## config.mk

```make
export PLATFORM = sky130hd
export DESIGN_NAME = hall_emulator
export DESIGN_NICKNAME = d
export VERILOG_FILES = /design/src/rtl/hall_emulator.sv
export SDC_FILE = /design/constraint.sdc
export NUM_CORES = 1
export LEC_CHECK = 0
export CAP_MARGIN = 20
export CORE_AREA = 2 2 94 96
export CTS_CLUSTER_SIZE = 10
export DETAILED_ROUTE_END_ITERATION = 16
export DIE_AREA = 0 0 96 98
export PLACE_DENSITY = 0.53
export SYNTH_ARGS = -nofsm -noshare
export SYNTH_HDL_FRONTEND = slang
export SYNTH_SLANG_ARGS = --single-unit
```

## constraint.sdc

```tcl
create_clock -name i_clock -period 9 [get_ports i_clock]
set_input_delay 1.8 -clock i_clock [delete_from_list [all_inputs] [get_ports i_clock]]
set_output_delay 1.8 -clock i_clock [all_outputs]
set_load 0.02 [all_outputs]
```

## src/rtl/hall_emulator.sv

```systemverilog
// Six-step hall sensor emulator with a live-sampled dwell period and electrical revolution counter.
// Define HALL_GLITCH_EN to compile in post-step bounce injection for exercising debounce filters.
module hall_emulator #(
   parameter int CNT_W = 16
) (
   input  logic             i_clock,
   input  logic             i_reset,
   input  logic             i_enable,
   input  logic             i_dir,
   input  logic [CNT_W-1:0] i_period,
   input  logic [3:0]       i_glitch_len,
   output logic [2:0]       o_hall,
   output logic             o_step_strobe,
   output logic [15:0]      o_rev_cnt
);

   localparam logic [2:0] HALL_RESET = 3'b101;

   logic [CNT_W-1:0] r_cnt;
   logic [2:0]       r_idx;
   logic [2:0]       r_hall;
   logic             r_strobe;
   logic [15:0]      r_rev;

   logic [CNT_W-1:0] w_dwell_m1;
   logic             w_at_boundary;
   logic [2:0]       w_next_idx;
   logic             w_wrap;

   function automatic logic [2:0] hall_code(input logic [2:0] idx);
      logic [2:0] code;
      case (idx)
         3'd0:    code = 3'b101;
         3'd1:    code = 3'b100;
         3'd2:    code = 3'b110;
         3'd3:    code = 3'b010;
         3'd4:    code = 3'b011;
         3'd5:    code = 3'b001;
         default: code = HALL_RESET;
      endcase
      return code;
   endfunction

   // Dwell is clamped to two cycles, so the terminal count is never below one.
   assign w_dwell_m1    = (i_period < CNT_W'(2)) ? CNT_W'(1) : i_period - CNT_W'(1);
   assign w_at_boundary = (r_cnt >= w_dwell_m1);

   // NOTE: every variable written in always_comb gets a default first, so no latch is inferred.
   always_comb begin
      w_next_idx = r_idx;
      w_wrap     = 1'b0;
      if (i_dir) begin
         w_wrap     = (r_idx == 3'd0);
         w_next_idx = w_wrap ? 3'd5 : r_idx - 3'd1;
      end else begin
         w_wrap     = (r_idx == 3'd5);
         w_next_idx = w_wrap ? 3'd0 : r_idx + 3'd1;
      end
   end

`ifdef HALL_GLITCH_EN
   logic [3:0] r_glitch_cnt;
   logic [2:0] r_prev_hall;
`else
   logic [3:0] w_unused_glitch_len;
   assign w_unused_glitch_len = i_glitch_len;
`endif

   // NOTE: sequential state uses non-blocking assignments so all registers update from pre-edge values.
   always_ff @(posedge i_clock) begin
      if (i_reset) begin
         r_cnt    <= '0;
         r_idx    <= 3'd0;
         r_hall   <= HALL_RESET;
         r_strobe <= 1'b0;
         r_rev    <= 16'd0;
`ifdef HALL_GLITCH_EN
         r_glitch_cnt <= 4'd0;
         r_prev_hall  <= HALL_RESET;
`endif
      end else begin
         r_strobe <= 1'b0;
         if (i_enable) begin
            if (w_at_boundary) begin
               r_cnt    <= '0;
               r_idx    <= w_next_idx;
               r_strobe <= 1'b1;
               r_hall   <= hall_code(w_next_idx);
               if (w_wrap) r_rev <= r_rev + 16'd1;
`ifdef HALL_GLITCH_EN
               // A new step restarts the bounce, truncating any bounce still running.
               r_glitch_cnt <= i_glitch_len;
               r_prev_hall  <= hall_code(r_idx);
`endif
            end else begin
               r_cnt <= r_cnt + CNT_W'(1);
`ifdef HALL_GLITCH_EN
               if (r_glitch_cnt != 4'd0) begin
                  r_glitch_cnt <= r_glitch_cnt - 4'd1;
                  r_hall       <= r_prev_hall;
               end else begin
                  r_hall <= hall_code(r_idx);
               end
`endif
            end
         end
      end
   end

   assign o_hall        = r_hall;
   assign o_step_strobe = r_strobe;
   assign o_rev_cnt     = r_rev;

endmodule

```

# Word level (Yosys, flattened, before mapping)
# Index checks and enable logic that the tools add are counted.
# op_classes
n_mux	8
n_addsub	5
bitwise	1
order_cmp	2
reduce_logical	4
n_eq_ne	6
# op_table
operator	count
16-bit by 1-bit adder with 16-bit output (second input constant)	2
16-bit two-way mux	2
16-bit greater-or-equal comparator	1
16-bit by 2-bit < comparator with 1-bit output (second input constant)	1
16-bit by 1-bit subtractor with 16-bit output (second input constant)	1
3-bit case mux with 5 select lines	1
3-bit == test (second input constant)	3
3-bit two-way mux	3
3-bit by 2-bit == test with 1-bit output (second input constant)	2
3-bit by 1-bit adder with 3-bit output (second input constant)	1
3-bit by 1-bit == test with 1-bit output (second input constant)	1
3-bit logical NOT	1
3-bit AND reduction	1
3-bit by 1-bit subtractor with 3-bit output (second input constant)	1
1-bit two-way mux	2
2-bit AND reduction	1
2-bit OR reduction	1
1-bit NOT	1
# word_totals
wordCells	31
reg_bits	39
inputBits	24
out_inout_bits	20

# Logic depth before layout (Yosys ltp)
# logic_depth
depth_word	5
ltp_mapped	17
depth_no_buf	13

# Worst setup path before layout
# OpenSTA, ideal clock, no wires.
# synth_path
path_type	input-to-reg
startpoint	in i_period[11]
endpoint	reg r_rev[4], in the netlist o_rev_cnt[4]
t_arrival_ps	5100
required_time_ps	8879
setup_ps	121
path_stages	15
n_path_buf	2
path_slack_ps	3779
cell_sequence	or4_4 -> or3_4 -> nor2_2 -> nand2_1 -> or3_1 -> buf_2 -> buf_6 -> nand2_1 -> ha_1 -> nand4_1 -> nor3_1 -> o311ai_2 -> a31oi_1 -> and4_1 -> mux2_2
# synth_between
elab_chain_len	4
word_cells_on_any_way	5
classes_between	add/sub (1); order compare (2); mux (1); reduce/logical (1)
# synth_rtl
item	line	rtl
start, declared	10	input logic [CNT_W-1:0] i_period,
16-bit by 1-bit subtractor with 16-bit output or 16-bit by 2-bit < comparator with 1-bit output (tied branches)	45	assign w_dwell_m1 = (i_period < CNT_W'(2)) ? CNT_W'(1) : i_period - CNT_W'(1);
16-bit two-way mux (*)	45	
16-bit greater-or-equal comparator (*)	46	assign w_at_boundary = (r_cnt >= w_dwell_m1);
3-bit AND reduction (no line) (*)	n/a	
end signal, assigned	89	if (w_wrap) r_rev <= r_rev + 16'd1;
end, declared	23	logic [15:0] r_rev;
# Every way passes the cells marked *; elsewhere a longest branch is shown, timed or not.
# A chain may end at the register's enable or synchronous reset.

# Worst setup path in the final report
# layout_path
startpoint	in i_period[9]
endpoint	reg r_cnt[15]
# layout_between
elab_chain_len	4
word_cells_on_any_way	5
classes_between	add/sub (1); order compare (2); mux (2)
# layout_rtl
item	line	rtl
16-bit by 1-bit subtractor with 16-bit output or 16-bit by 2-bit < comparator with 1-bit output (tied branches)	45	
16-bit two-way mux (*)	45	
16-bit greater-or-equal comparator (*)	46	
16-bit two-way mux (*)	84	if (w_at_boundary) begin
end signal, assigned	96	r_cnt <= r_cnt + CNT_W'(1);
end, declared	19	logic [CNT_W-1:0] r_cnt;
# Marked as above.

==> reports/results.tsv <==
stage	metric	value	unit
run_status	status	finished, final reports clean	
pwr	max-vdd-ir-drop	0.0000496	V
final_layout	syn2layout_area_growth	21.4	%
final_layout	final_cell_mix	nor2_1 (40), nand2_1 (39), clkdlybuf4s50_1 (39), dfxtp_1 (39), ha_1 (20)	
worst_hold_path	hold_path.startpoint	r_cnt[1]$_SDFFE_PP0P_	
synth	synth_compound_area_share	15.2	%
critical_path	r2r_end	r_cnt[15]$_SDFFE_PP0P_	
synth	syn_inst	332	
synth	muxShareOfSynthArea	2.03	%
detailed_routing	avgRoutedWirePerCell	11.9	microns
floorplanning	pin_count	44	
floorplanning	core_area	8470	sq um
clocking	clock_sinks	39	
clocking	cts-root-buf	clkbuf_8	
sta	period_minus_slack	5980	ps
synth	yosys_warnings	0	
synth	synthSimpleGateAreaFrac	29.6	%
placed_design	pre_cts_slack	2640	ps
synth	synth_edf_count	0	
global_routing	grt.overflow.total	0	
detailed_routing	drt_pass1_iterations	4	
detailed_routing	ant_nets	0	
worst_hold_path	holdPathEnd	r_cnt[1]$_SDFFE_PP0P_	
final_layout	nets	411	
critical_path	end_kind	flip-flop	
global_routing	grt_use_total	12.9	%
final_layout	diodes	0	
placed_design	io_buffers	39	
synth	synth-seq-area-share	29.5	%
final_layout	drive_gt1_share	6.79	%
synth	synth-seq-cells	39	
synth	async_reset_ff_share	0	%
detailed_routing	routed_wl	5.66	mm
global_routing	grt_max_degree	31	
synth	netlist_area	2650	sq um
synth	synthAdderAreaFrac	9.46	%
sta	skew	8.99	ps
placed_design	place_congestion	0.781	
floorplanning	initial_core_util	31.2	%
pwr	cellPowerDensity	102	nW/um^2
synth	postSynthAreaPerCell	7.97	sq um
clocking	clk_latency	290	ps
global_routing	grt_pass1_vias	2175	
clocking	cts_buffers	5	
sta	worst_slew_pin_slew	611	ps
global_routing	antenna_found_initial	0	
job	maxCapViolations	0	
placed_design	hpwl	4.28	mm
synth	synth-xor-area-share	9.93	%
pwr	p_leak	1.23	nW
synth	synth_cell_types	51	
global_routing	grt_pass1_wl	9.96	mm
worst_hold_path	hp-class	flip-flop to flip-flop	
critical_path	cp.required	9170	ps
sta	slew_headroom	59.1	%
synth	synthFlopType	dfxtp_1	
sta	fin_crit_sh	66.5	%
clocking	ctsResizeCount	0	
critical_path	cpPeakStageDelay	550	ps
synth	syn_nets	376	
clocking	clk_pin_slew_worst_paths	80	ps
critical_path	rr_worst_depth	8	
sta	hold_viol	0	
sta	clock.fmax	0.167	GHz
critical_path	crit_arrival	6150	ps
detailed_routing	drt_iter0_drc	74	
critical_path	critPathLaunchType	input pin	
synth	synth_top_family_by_area	simple AND/OR/NAND/NOR gates	
critical_path	reg2reg_slack	6310	ps
detailed_routing	drc	0	
critical_path	critical_path.cell_chain	clkdlybuf4s50_1, or4_4, or3_4, nor2_2, nand2_1, or3_1, a21oi_1, ha_1, nand4_1, nor3_1, o311ai_2, a31oi_2, buf_4, or2_1, nor2_1	
detailed_routing	vias	2307	
clocking	cts_hold_buf	0	
floorplanning	die_area	9410	sq um
clocking	cts_tree	built	
clocking	cts_setup_buffers	0	
clocking	cts_max_level	2	
critical_path	slowest_stage	or4_4	
sta	grt_setup_unrepaired	no	
sta	slew_viol_final	0	
critical_path	crit_type	input pin to flip-flop	
sta	setup_tns	0	ps
sta	setup_slack	3020	ps
floorplanning	die_h	98	microns
detailed_routing	viasPerCell	4.85	
clocking	cts_max_path_buffers	2	
final_layout	layout_commonest_cell	nor2_1	
sta	finalSetupViolCount	0	
floorplanning	die_w	96	microns
worst_hold_path	hold_depth	2	
critical_path	rr_startpoint	r_cnt[13]$_SDFFE_PP0P_	
critical_path	worstPathMaxFanout	30	
floorplanning	fp-row-count	34	
==> Yosys cell counts (all sizes together), types with 8 or more instances <==
| cell | count | area share [%] |
|---|---|---|
| a21oi | 17 | 3.2 |
| and3 | 8 | 1.9 |
| clkbuf | 8 | 1.1 |
| dfxtp | 39 | 30 |
| ha | 20 | 9.5 |
| inv | 14 | 2.0 |
| nand2 | 40 | 5.8 |
| nand3 | 14 | 2.6 |
| nor2 | 41 | 5.9 |
| nor2b | 8 | 1.9 |
| nor3 | 16 | 3.5 |
| xnor2 | 15 | 5.0 |
| xor2 | 15 | 5.0 |
==> flip-flops by register name (all words and copies together) (netlist names) <==
register and count:
o_step_strobe 1, o_rev_cnt 16, o_hall 3, r_cnt 16
r_idx 3
==> how the worst max path moves through the flow <==
stage            startpoint  slack (ps)  cells after the start                         to
6_report        i_period[9]        3020                     15     r_cnt[15]$_SDFFE_PP0P_
5_1_grt         i_period[9]        2560                     15     r_cnt[10]$_SDFFE_PP0P_
4_1_cts         i_period[9]        2950                     15     r_cnt[15]$_SDFFE_PP0P_
3_5_place_dp    i_period[9]        2640                     15      r_cnt[7]$_SDFFE_PP0P_
3_3_place_gp    i_period[9]        2710                     15      r_cnt[3]$_SDFFE_PP0P_
2_1_floorplan  i_period[11]        3780                     15  o_rev_cnt[4]$_SDFFE_PP0P_
==> per-stage QoR <==
step | instances | util (%) | power, mW | instance area, sq um | hold slack, ps
final | 476 | 37.9 | 0.327 | 3210 | 521
after global placement | 468 | 37.0 | 0.215 | 3130 | 499
after CTS | 476 | 37.9 | 0.332 | 3210 | 521
after floorplan | 332 | - | 0.199 | 2650 | 474
after detailed placement | 468 | 37.0 | 0.215 | 3130 | 512
after global routing | 476 | 37.9 | 0.345 | 3210 | 536
==> layer usage <==
layer	vias up	track usage, %	routed length, microns
met5	-	0	0
met4	0	3.30	57
met3	5	2.31	107
met2	20	19.9	2580
met1	1053	18.4	2910
li1	1229	-	-
==> report_power, final <==
part	switching, mW	internal (mW)	total [mW]
Clock	0.0615	0.0544	0.116
Combinational	0.0188	0.0178	0.0366
Sequential	0.00101	0.173	0.174
==> cell type report <==
type / count / area, sq um
well taps: 108 / 135
fillers: 870 / 5250
clock buffers: 7 / 76.3
repair buffers: 41 / 405
flip-flops and latches: 39 / 781
inverters: 14 / 52.6
clock inverters: 1 / 5.00
multi-input cells: 266 / 1760
==> cell families (layout without fill, tap and decap cells) <==
| family | after synthesis | in the layout |
|---|---|---|
| mux | 5 | 5 |
| simple gates | 156 | 156 |
| compound gates | 55 | 55 |
| buf+inv | 27 | 63 |
| flops | 39 | 39 |
| fa+ha+maj | 20 | 20 |
| xor+xnor | 30 | 30 |
==> critical path, delay by kind of cell <==
family                     cells  cell delay, ps
and+or+nand+nor                9            2700
adders and majority gates      1             160
buffers and inverters          2             790
AOI/OAI and AO/OA              3             690
Power figures use the tool's default switching activity.
